==> src/rtl/switch_port_4.sv <==
// switch_port_4: 4-port byte-stream packet switch with per-ingress FIFOs and per-egress
// round-robin packet arbitration. Optional macro SELF_DROP_EN discards self-routed packets.
module switch_port_4 #(
    parameter int unsigned FIFO_DEPTH = 16,
    parameter int unsigned DATA_W     = 8
) (
    input  logic                clk,
    input  logic                reset,
    input  logic [3:0]          ip_valid,
    input  logic [3:0]          ip_sop,
    input  logic [3:0]          ip_eop,
    input  logic [4*DATA_W-1:0] ip_data,
    output logic [3:0]          ip_suspend,
    output logic [3:0]          op_valid,
    output logic [3:0]          op_sop,
    output logic [3:0]          op_eop,
    output logic [4*DATA_W-1:0] op_data,
    input  logic [3:0]          op_suspend
);
    localparam int unsigned NP = 4;
    localparam int unsigned AW = $clog2(FIFO_DEPTH);
    localparam int unsigned CW = AW + 1;
    localparam int unsigned EW = DATA_W + 2;  // stored entry {sop, eop, data}
`ifdef SELF_DROP_EN
    localparam bit SELF_DROP = 1'b1;
`else
    localparam bit SELF_DROP = 1'b0;
`endif

    logic [EW-1:0]     mem_q [NP][FIFO_DEPTH];
    logic [EW-1:0]     mem_d [NP][FIFO_DEPTH];
    logic [AW-1:0]     wr_ptr_q [NP], wr_ptr_d [NP];
    logic [AW-1:0]     rd_ptr_q [NP], rd_ptr_d [NP];
    logic [CW-1:0]     cnt_q [NP], cnt_d [NP];
    logic [1:0]        src_q [NP], src_d [NP];
    logic [1:0]        rr_q [NP], rr_d [NP];
    logic [NP-1:0]     in_pkt_q, in_pkt_d, drop_q, drop_d, busy_q, busy_d;
    logic [NP-1:0]     ip_suspend_q, ip_suspend_d;
    logic [NP-1:0]     pop_vld_q, pop_vld_d, pop_sop_q, pop_sop_d, pop_eop_q, pop_eop_d;
    logic [DATA_W-1:0] pop_data_q [NP], pop_data_d [NP];
    logic [NP-1:0]     op_valid_q, op_valid_d, op_sop_q, op_sop_d, op_eop_q, op_eop_d;
    logic [DATA_W-1:0] op_data_q [NP], op_data_d [NP];

    logic [EW-1:0]     head [NP];
    logic [NP-1:0]     empty, full, wr, pop, held;
    logic [AW-1:0]     prev_ptr;
    logic [1:0]        idx;
    logic              found;

    always_comb begin
        mem_d        = mem_q;
        wr_ptr_d     = wr_ptr_q;
        rd_ptr_d     = rd_ptr_q;
        cnt_d        = cnt_q;
        src_d        = src_q;
        rr_d         = rr_q;
        in_pkt_d     = in_pkt_q;
        drop_d       = drop_q;
        busy_d       = busy_q;
        ip_suspend_d = ip_suspend_q;
        pop_vld_d    = '0;
        pop_sop_d    = '0;
        pop_eop_d    = '0;
        pop_data_d   = '{default: '0};
        head         = '{default: '0};
        empty        = '0;
        full         = '0;
        wr           = '0;
        pop          = '0;
        held         = drop_q;
        prev_ptr     = '0;
        idx          = '0;
        found        = 1'b0;

        for (int i = 0; i < NP; i++) begin
            head[i]  = mem_q[i][rd_ptr_q[i]];
            empty[i] = (cnt_q[i] == '0);
            full[i]  = (cnt_q[i] == CW'(FIFO_DEPTH));
            if (drop_q[i] && !empty[i]) pop[i] = 1'b1;
        end

        // Granted egresses move one byte per clock into their pop stage
        for (int e = 0; e < NP; e++) begin
            if (busy_q[e]) begin
                held[src_q[e]] = 1'b1;
                if (!empty[src_q[e]] && !op_suspend[e]) begin
                    pop[src_q[e]] = 1'b1;
                    pop_vld_d[e]  = 1'b1;
                    pop_sop_d[e]  = head[src_q[e]][EW-1];
                    pop_eop_d[e]  = head[src_q[e]][DATA_W];
                    pop_data_d[e] = head[src_q[e]][DATA_W-1:0];
                    if (head[src_q[e]][DATA_W]) begin
                        busy_d[e] = 1'b0;
                        rr_d[e]   = src_q[e] + 2'd1;
                    end
                end
            end
        end

        for (int i = 0; i < NP; i++) begin
            if (drop_q[i] && pop[i] && head[i][DATA_W]) drop_d[i] = 1'b0;
            if (SELF_DROP && !held[i] && !empty[i] && head[i][EW-1] && head[i][1:0] == 2'(i))
                drop_d[i] = 1'b1;
        end

        // Idle egresses pick the first eligible header at or after their pointer
        for (int e = 0; e < NP; e++) begin
            found = 1'b0;
            if (!busy_q[e]) begin
                for (int k = 0; k < NP; k++) begin
                    idx = 2'(int'(rr_q[e]) + k);
                    if (!found && !held[idx] && !empty[idx] && head[idx][EW-1] &&
                        head[idx][1:0] == 2'(e) && !(SELF_DROP && idx == 2'(e))) begin
                        found     = 1'b1;
                        busy_d[e] = 1'b1;
                        src_d[e]  = idx;
                    end
                end
            end
        end

        for (int i = 0; i < NP; i++) begin
            wr[i] = ip_valid[i] && !full[i] && (ip_sop[i] || in_pkt_q[i]);
            if (wr[i]) begin
                mem_d[i][wr_ptr_q[i]] = {ip_sop[i], ip_eop[i], ip_data[i*DATA_W +: DATA_W]};
                wr_ptr_d[i] = wr_ptr_q[i] + AW'(1);
                in_pkt_d[i] = !ip_eop[i];
                // A new header inside a packet closes the old one on its last stored byte
                if (ip_sop[i] && in_pkt_q[i] && !empty[i]) begin
                    prev_ptr = wr_ptr_q[i] - AW'(1);
                    mem_d[i][prev_ptr][DATA_W] = 1'b1;
                end
            end
            if (pop[i]) rd_ptr_d[i] = rd_ptr_q[i] + AW'(1);
            cnt_d[i]        = cnt_q[i] + CW'(wr[i]) - CW'(pop[i]);
            ip_suspend_d[i] = (cnt_d[i] >= CW'(FIFO_DEPTH - 2));
        end

        op_valid_d = pop_vld_q;
        op_sop_d   = pop_sop_q;
        op_eop_d   = pop_eop_q;
        op_data_d  = pop_data_q;
    end

    always_ff @(posedge clk) begin
        mem_q <= mem_d;
    end

    always_ff @(posedge clk or negedge reset) begin
        if (!reset) begin
            for (int i = 0; i < NP; i++) begin
                wr_ptr_q[i]   <= '0;
                rd_ptr_q[i]   <= '0;
                cnt_q[i]      <= '0;
                src_q[i]      <= '0;
                rr_q[i]       <= '0;
                pop_data_q[i] <= '0;
                op_data_q[i]  <= '0;
            end
            in_pkt_q     <= '0;
            drop_q       <= '0;
            busy_q       <= '0;
            ip_suspend_q <= '0;
            pop_vld_q    <= '0;
            pop_sop_q    <= '0;
            pop_eop_q    <= '0;
            op_valid_q   <= '0;
            op_sop_q     <= '0;
            op_eop_q     <= '0;
        end else begin
            wr_ptr_q     <= wr_ptr_d;
            rd_ptr_q     <= rd_ptr_d;
            cnt_q        <= cnt_d;
            src_q        <= src_d;
            rr_q         <= rr_d;
            pop_data_q   <= pop_data_d;
            op_data_q    <= op_data_d;
            in_pkt_q     <= in_pkt_d;
            drop_q       <= drop_d;
            busy_q       <= busy_d;
            ip_suspend_q <= ip_suspend_d;
            pop_vld_q    <= pop_vld_d;
            pop_sop_q    <= pop_sop_d;
            pop_eop_q    <= pop_eop_d;
            op_valid_q   <= op_valid_d;
            op_sop_q     <= op_sop_d;
            op_eop_q     <= op_eop_d;
        end
    end

    assign ip_suspend = ip_suspend_q;
    assign op_valid   = op_valid_q;
    assign op_sop     = op_sop_q;
    assign op_eop     = op_eop_q;

    always_comb begin
        op_data = '0;
        for (int e = 0; e < NP; e++) op_data[e*DATA_W +: DATA_W] = op_data_q[e];
    end

endmodule

==> config.mk <==
export PLATFORM = sky130hd
export DESIGN_NAME = switch_port_4
export DESIGN_NICKNAME = d
export VERILOG_FILES = /design/src/rtl/switch_port_4.sv
export SDC_FILE = /design/constraint.sdc
export NUM_CORES = 1
export LEC_CHECK = 0
export ABC_CLOCK_PERIOD_IN_PS = 5750
export BUFFER_PORTS_ARGS = -buffer_cell sky130_fd_sc_hd__buf_2
export CORE_ASPECT_RATIO = 0.7
export CORE_MARGIN = 5
export CORE_UTILIZATION = 55
export CTS_BUF_LIST = sky130_fd_sc_hd__clkbuf_4 sky130_fd_sc_hd__clkbuf_8
export CTS_CLUSTER_DIAMETER = 200
export DETAILED_ROUTE_END_ITERATION = 7
export GPL_ROUTABILITY_DRIVEN = 0
export PLACE_DENSITY = 0.72
export SLEW_MARGIN = 30
export SYNTH_ARGS = -nofsm -noshare
export SYNTH_HDL_FRONTEND = slang
export SYNTH_SLANG_ARGS = --single-unit
==> constraint.sdc <==
create_clock -name clk -period 5.75 [get_ports clk]
set_clock_uncertainty 0.1 [all_clocks]
set_input_delay 0.575 -clock clk [delete_from_list [all_inputs] [get_ports clk]]
set_output_delay 0.575 -clock clk [all_outputs]
set_load 0.01 [all_outputs]
# After elaboration in Yosys (flattened, before gate mapping)
# Cells that the tools add are included.
# word_totals
ff_bits,808
in_bits,50
rom_bits,0
memories,0
out_inout_bits,48
latchBits,0
mem_bits_rw,0
# op_classes
magnitude_cmp,68
n_div,0
n_shift,0
addsub,36
n_mux,292
n_eq_ne,16
n_reduce_logical,180
mul,0
bitwise_logic,46
# ops
operator,n
bitwise mux 160 bit,4
2-to-1 mux 160 bit,4
OR 160 bit,4
2-to-1 mux 10 bit,52
binary-select mux 10 bit (select 2 bit),20
demux 10 bit (select 4 bit),8
binary-select mux 10 bit (select 4 bit),4
2-to-1 mux 1 bit,120
logical AND 1 bit,92
binary-select mux 1 bit (select 2 bit),36
logical NOT 1 bit,64
2-to-1 mux 8 bit,8
>= comparator 3 bit (second input constant),20
>= comparator 5 bit (second input constant),12
< comparator 2 x 3 -> 1 bit (second input constant),20
NOT 2 -> 3 bit,20
NOT 4 -> 5 bit,12
2-to-1 mux 4 bit,12
< comparator 5 x 1 -> 1 bit (second input constant),8
2-to-1 mux 9 bit,4
adder 4 x 1 -> 4 bit (second input constant),8
2-to-1 mux 2 bit,16
OR 4 bit,6
adder 5 x 1 -> 5 bit,4
other kinds (17),80

# Longest topological paths before layout
# depth
depth_word,40
mapped_depth,19
depth_no_buf,19

# Least setup slack after synthesis
# OpenSTA, ideal clock, no wires.
# synth_timing
path_type,flip-flop to flip-flop
startpoint,reg cnt_q[2] (netlist name)
endpoint,"reg ip_suspend_q[0], in the netlist ip_suspend[0]"
setup_time_ps,120
arrival_time_ps,3690
stages_incl_launch_ff,20
t_required_ps,5530
slack_ps,1840
path_cell_list,dfrtp_1 > inv_1 > ha_1 > nor4b_1 > nand2_1 > o21ai_0 > a2111oi_0 > a32o_1 > a221o_1 > ha_1 > inv_1 > ha_1 > inv_1 > fa_1 > inv_1 > a21oi_1 > nor2_1 > nor2_1 > xnor2_1 > a31o_2
# synth_lines
item,line_no,text
"start, declared",34,"logic [CW-1:0] cnt_q [NP], cnt_d [NP];"
"start signal, assigned",173,cnt_q <= cnt_d;
"end signal, assigned",181,ip_suspend_q <= ip_suspend_d;
"end, declared",38,"logic [NP-1:0] ip_suspend_q, ip_suspend_d;"

==> run_results.csv <==
group,metric,value,unit
status,outcome,"complete, no violations",
global_routing,grt_start_max_net_pins,64,
global_routing,globalRouteOverflowTotal,0,
route,drc_errors,0,
route,drt-vias-per-instance,6.18,
worst_setup_path,critPathArrivalTime,5.03,ns
clock_network,clkTransAtPathRegs,0.07,ns
synth,netlist-cell-type-count,79,
die,rows,77,
power_and_ir_drop,power.ir.vdd_worst,0.000291,V
route,initial_drc_count,2564,
synth,syn-instance-count,2297,
clock_network,cts_tree,"built",
worst_setup_path,timing.critical_path.to_type,"flip-flop",
layout,final_layout_size_suffix_gt1_frac,0.230,
route,pre_repair_dr_iteration_count,8,
clock_network,numClockSinks,808,
worst_setup_path,timing.critical_path.cells,"inv_1, ha_1, nor4b_1, mux4_2, nor2_1, nand2_1, clkinv_1, a221o_1, ha_1, inv_1, ha_1, inv_1, fa_1, inv_1, a21oi_1, nor2_1, nor2_1, xnor2_1, a31o_2",
sta,number_of_endpoints_failing_setup_at_the_final_stage,0,
layout,post-route-cell-area,39500,um^2
power_and_ir_drop,total_switching_power,8180,uW
synth,mappedNetlistNets,2422,
global_routing,antenna_found_initial,6,
sta,post-route-period-util,0.784,
placed_design,port_buffers,97,
route,final_antenna_net_count,0,
global_routing,vias_in_the_first_global_route,20900,
job,max_cap_violations,0,
clock_network,cts_h_tree_depth,3,
worst_setup_path,worst_r2r_path_depth,19,
worst_setup_path,criticalPathCategory,"flip-flop to flip-flop",
synth,synth.area.top_cells,"sky130_fd_sc_hd__edfxtp_1, sky130_fd_sc_hd__dfrtp_1, sky130_fd_sc_hd__mux4_2",
sta,timing.hold.ws,0.0828,ns
synth,yosys.area.top_type_share,0.542,
worst_setup_path,worstPathRequired,6.27,ns
sta,maxSlewViolCount,0,
synth,post-synth-top-area-cell,"sky130_fd_sc_hd__edfxtp_1",
power_and_ir_drop,clkPwrFrac,0.221,
clock_network,postCtsResizedCells,0,
route,via_count,20900,
worst_setup_path,worst_path_most_repeated_cell,"sky130_fd_sc_hd__inv_1",
layout,syn_to_final_growth,11.5,%
power_and_ir_drop,sw_frac_of_total,0.378,
synth,synth_edf_count,640,
clock_network,cts.path.max_buffers,3,
synth,synthArstFlopShare,0.208,
synth,seq_area_frac_synth,0.660,
worst_setup_path,crit_path_max_incr_delay,0.67,ns
worst_setup_path,rrSetupSlack,1.24,ns
clock_network,worstSkewPairLatency,0.76,ns
synth,ys_seq_elements,808,
worst_setup_path,crit_path_start,"cnt_q[17]",
die,initial_core_util,0.559,
die,chipHeight,223,um
clock_network,cts_root_buf,"sky130_fd_sc_hd__clkbuf_8",
die,ioPinCount,98,
sta,setup_tns,0,ns
layout,finish.net_count,2576,
power_and_ir_drop,sequentialPowerShare,0.387,
power_and_ir_drop,leakagePower,0.0148,uW
synth,yosys_warnings,0,
route,average_wire_length_per_cell_after_detail_routing,24.8,um
worst_setup_path,setup.worst_path.start_class,"flip-flop",
sta,period_needed,4.51,ns
sta,final_hold_viol_count,0,
synth,syn_area_per_cell,15.4,um^2
worst_setup_path,timing.critical_path.fanout_max,10,
synth,yosys_most_used_dff,"sky130_fd_sc_hd__edfxtp_1",
placed_design,place_area,37000,um^2
synth,synth.cell_area,35500,um^2
clock_network,cts_made_buffers,113,
power_and_ir_drop,intPower,13400,uW
sta,worst_margin_pin_slew,0.995,ns
route,route.final.wire_length,83.8,mm
global_routing,track_usage,0.240,
worst_setup_path,worstSetupEndpoint,"ip_suspend[0]",
sta,timing.fmax,222,MHz
global_routing,grt_first_pass_wirelength,128,mm
hold_path,hold_path_class,"input port to flip-flop",
worst_setup_path,timing.critical_path.slowest_stage_cell,"sky130_fd_sc_hd__nor4b_1",
worst_setup_path,crit-reg2reg-launch,"cnt_q[17]",
worst_setup_path,rr_endpoint,"ip_suspend[0]",
power_and_ir_drop,power.density,547,nW/um^2
die,die_footprint,69800,um^2
die,chipWidth,314,um
placed_design,dpl.hpwl,56.0,mm
power_and_ir_drop,power.combinational.fraction,0.393,
sta,timing.max_slew.rel_slack,0.333,
sta,rsz_0062_raised_after_global_routing,"no",
die,core_area,63500,um^2
[cell usage in the layout, fill, tap and decap left out, types with 8 or more instances in the layout]
master                     synthesis  final
sky130_fd_sc_hd__nor3_1           28     26
sky130_fd_sc_hd__a22oi_1          38     38
sky130_fd_sc_hd__nand3_1          36     36
sky130_fd_sc_hd__clkinv_2          0     18
sky130_fd_sc_hd__clkinv_1          5     14
sky130_fd_sc_hd__o22ai_1           8      8
sky130_fd_sc_hd__and2_1           35     35
sky130_fd_sc_hd__nor2b_1          25     24
sky130_fd_sc_hd__nand4_1           8      8
sky130_fd_sc_hd__nand2_1         192    192
sky130_fd_sc_hd__mux2i_1         182    182
sky130_fd_sc_hd__a221oi_1         38     38
sky130_fd_sc_hd__edfxtp_1        640    640
sky130_fd_sc_hd__dfrtp_1         168    161
sky130_fd_sc_hd__inv_1            62     62
sky130_fd_sc_hd__nand2b_1          8      8
sky130_fd_sc_hd__clkbuf_4          1     41
sky130_fd_sc_hd__nor2_1          117     81
sky130_fd_sc_hd__a21oi_1          58     58
sky130_fd_sc_hd__clkbuf_8          0    139
sky130_fd_sc_hd__mux4_2          137    137
sky130_fd_sc_hd__xor2_1           15     15
sky130_fd_sc_hd__buf_4             2     52
sky130_fd_sc_hd__mux2_2           23     23
sky130_fd_sc_hd__and3_1            8      8
sky130_fd_sc_hd__xnor2_1          27     27
sky130_fd_sc_hd__buf_2            18     96
sky130_fd_sc_hd__nor2_2            0     36
sky130_fd_sc_hd__ha_1             71     71
sky130_fd_sc_hd__o21ai_0         133    133
[cell families after synthesis]
| family | after synthesis | share of synthesized area |
|---|---|---|
| AOI/OAI and AO/OA | 347 | 0.0633 |
| DFF | 808 | 0.660 |
| and+or+nand+nor | 490 | 0.0646 |
| adders and majority gates | 75 | 0.0273 |
| buffers and inverters | 181 | 0.0217 |
| xor gates and xnor gates | 42 | 0.0104 |
| muxes | 354 | 0.153 |
[state kept, by name (all words and copies together), names as in the netlist, 8 cells and up]
signal,count
op_data_d,32
rr_q,8
mem_q,640
cnt_q,20
op_data,32
src_q,8
wr_ptr_q,16
rd_ptr_q,16
[power by group through the flow]
| stage | registers (uW) | clock network [uW] | logic, uW |
|---|---|---|---|
| 4_1_cts | 8340 | 4850 | 8370 |
| 6_report | 8360 | 4770 | 8490 |
| 5_1_grt | 8470 | 5150 | 9190 |
| 2_1_floorplan | 7760 | 0 | 6360 |
| 3_5_place_dp | 8460 | 0 | 8340 |
| 3_3_place_gp | 8400 | 0 | 8100 |
[repair_timing]
action,in CTS,in global routing
hold endpoints to repair,45,0
hold buffers,1,0
setup buffers,0,0
[how the worst min path moves through the flow]
stage | startpoint | endpoint | slack [ns] | cells after the start
2_1_floorplan | reset | busy_q[0] | 0.18 | 0
3_3_place_gp | op_data_d[27] | op_data[3] | 0.23 | 0
3_5_place_dp | op_eop_d[1] | op_eop[1] | 0.23 | 0
4_1_cts | ip_data[0] | mem_q[630] | 0.02 | 1
5_1_grt | ip_data[15] | mem_q[347] | 0.04 | 1
6_report | ip_data[0] | mem_q[550] | 0.08 | 1
[through the flow]
| step | setup WS [ns] | instances | util | total power [uW] |
|---|---|---|---|---|
| after floorplan | 1.84 | 2297 | - | 14100 |
| after global placement | 1.12 | 3164 | 0.582 | 16500 |
| after detailed placement | 1.25 | 3164 | 0.583 | 16800 |
| after CTS | 1.24 | 3380 | 0.622 | 21600 |
| after global routing | 0.905 | 3383 | 0.623 | 22800 |
| final | 1.24 | 3383 | 0.623 | 21600 |
[metal layers]
metal / GRT usage / routed length (um) / vias to the layer above
li1: - / - / 9185
met1: 0.359 / 35700 / 10600
met2: 0.348 / 37300 / 994
met3: 0.0750 / 8950 / 144
met4: 0.0618 / 1810 / 4
met5: 0 / 22 / -
[cell usage after synthesis (25+ instances only)]
| master | instances |
|---|---|
| sky130_fd_sc_hd__nand2_1 | 192 |
| sky130_fd_sc_hd__mux4_2 | 137 |
| sky130_fd_sc_hd__o21ai_0 | 133 |
| sky130_fd_sc_hd__nor2_1 | 117 |
| sky130_fd_sc_hd__and2_1 | 35 |
| sky130_fd_sc_hd__nor3_1 | 28 |
| sky130_fd_sc_hd__clkbuf_1 | 71 |
| sky130_fd_sc_hd__ha_1 | 71 |
| sky130_fd_sc_hd__edfxtp_1 | 640 |
| sky130_fd_sc_hd__inv_1 | 62 |
| sky130_fd_sc_hd__a22oi_1 | 38 |
| sky130_fd_sc_hd__nor2b_1 | 25 |
| sky130_fd_sc_hd__a221oi_1 | 38 |
| sky130_fd_sc_hd__xnor2_1 | 27 |
| sky130_fd_sc_hd__dfrtp_1 | 168 |
| sky130_fd_sc_hd__nand3_1 | 36 |
| sky130_fd_sc_hd__mux2i_1 | 182 |
| sky130_fd_sc_hd__a21oi_1 | 58 |
[critical path: cells and delay by family, from the launching register on]
family | cells | cell delay (ns)
compound gates | 3 | 0.75
xor+xnor | 1 | 0.13
fa+ha+maj | 4 | 1.06
buf+inv | 5 | 0.57
flops | 1 | 0.40
mux | 1 | 0.40
simple gates | 5 | 1.01
[layout make-up]
type,count,area [um^2]
Fill cell,4593,23900
Inverter,70,263
Tap cell,829,1040
Sequential cell,808,23400
Multi-Input combinational cell,1308,11400
Antenna cell,3,7.51
Clock inverter,36,289
Clock buffer,179,2210
Timing Repair Buffer,150,895
(Power assumes the default switching activity.)
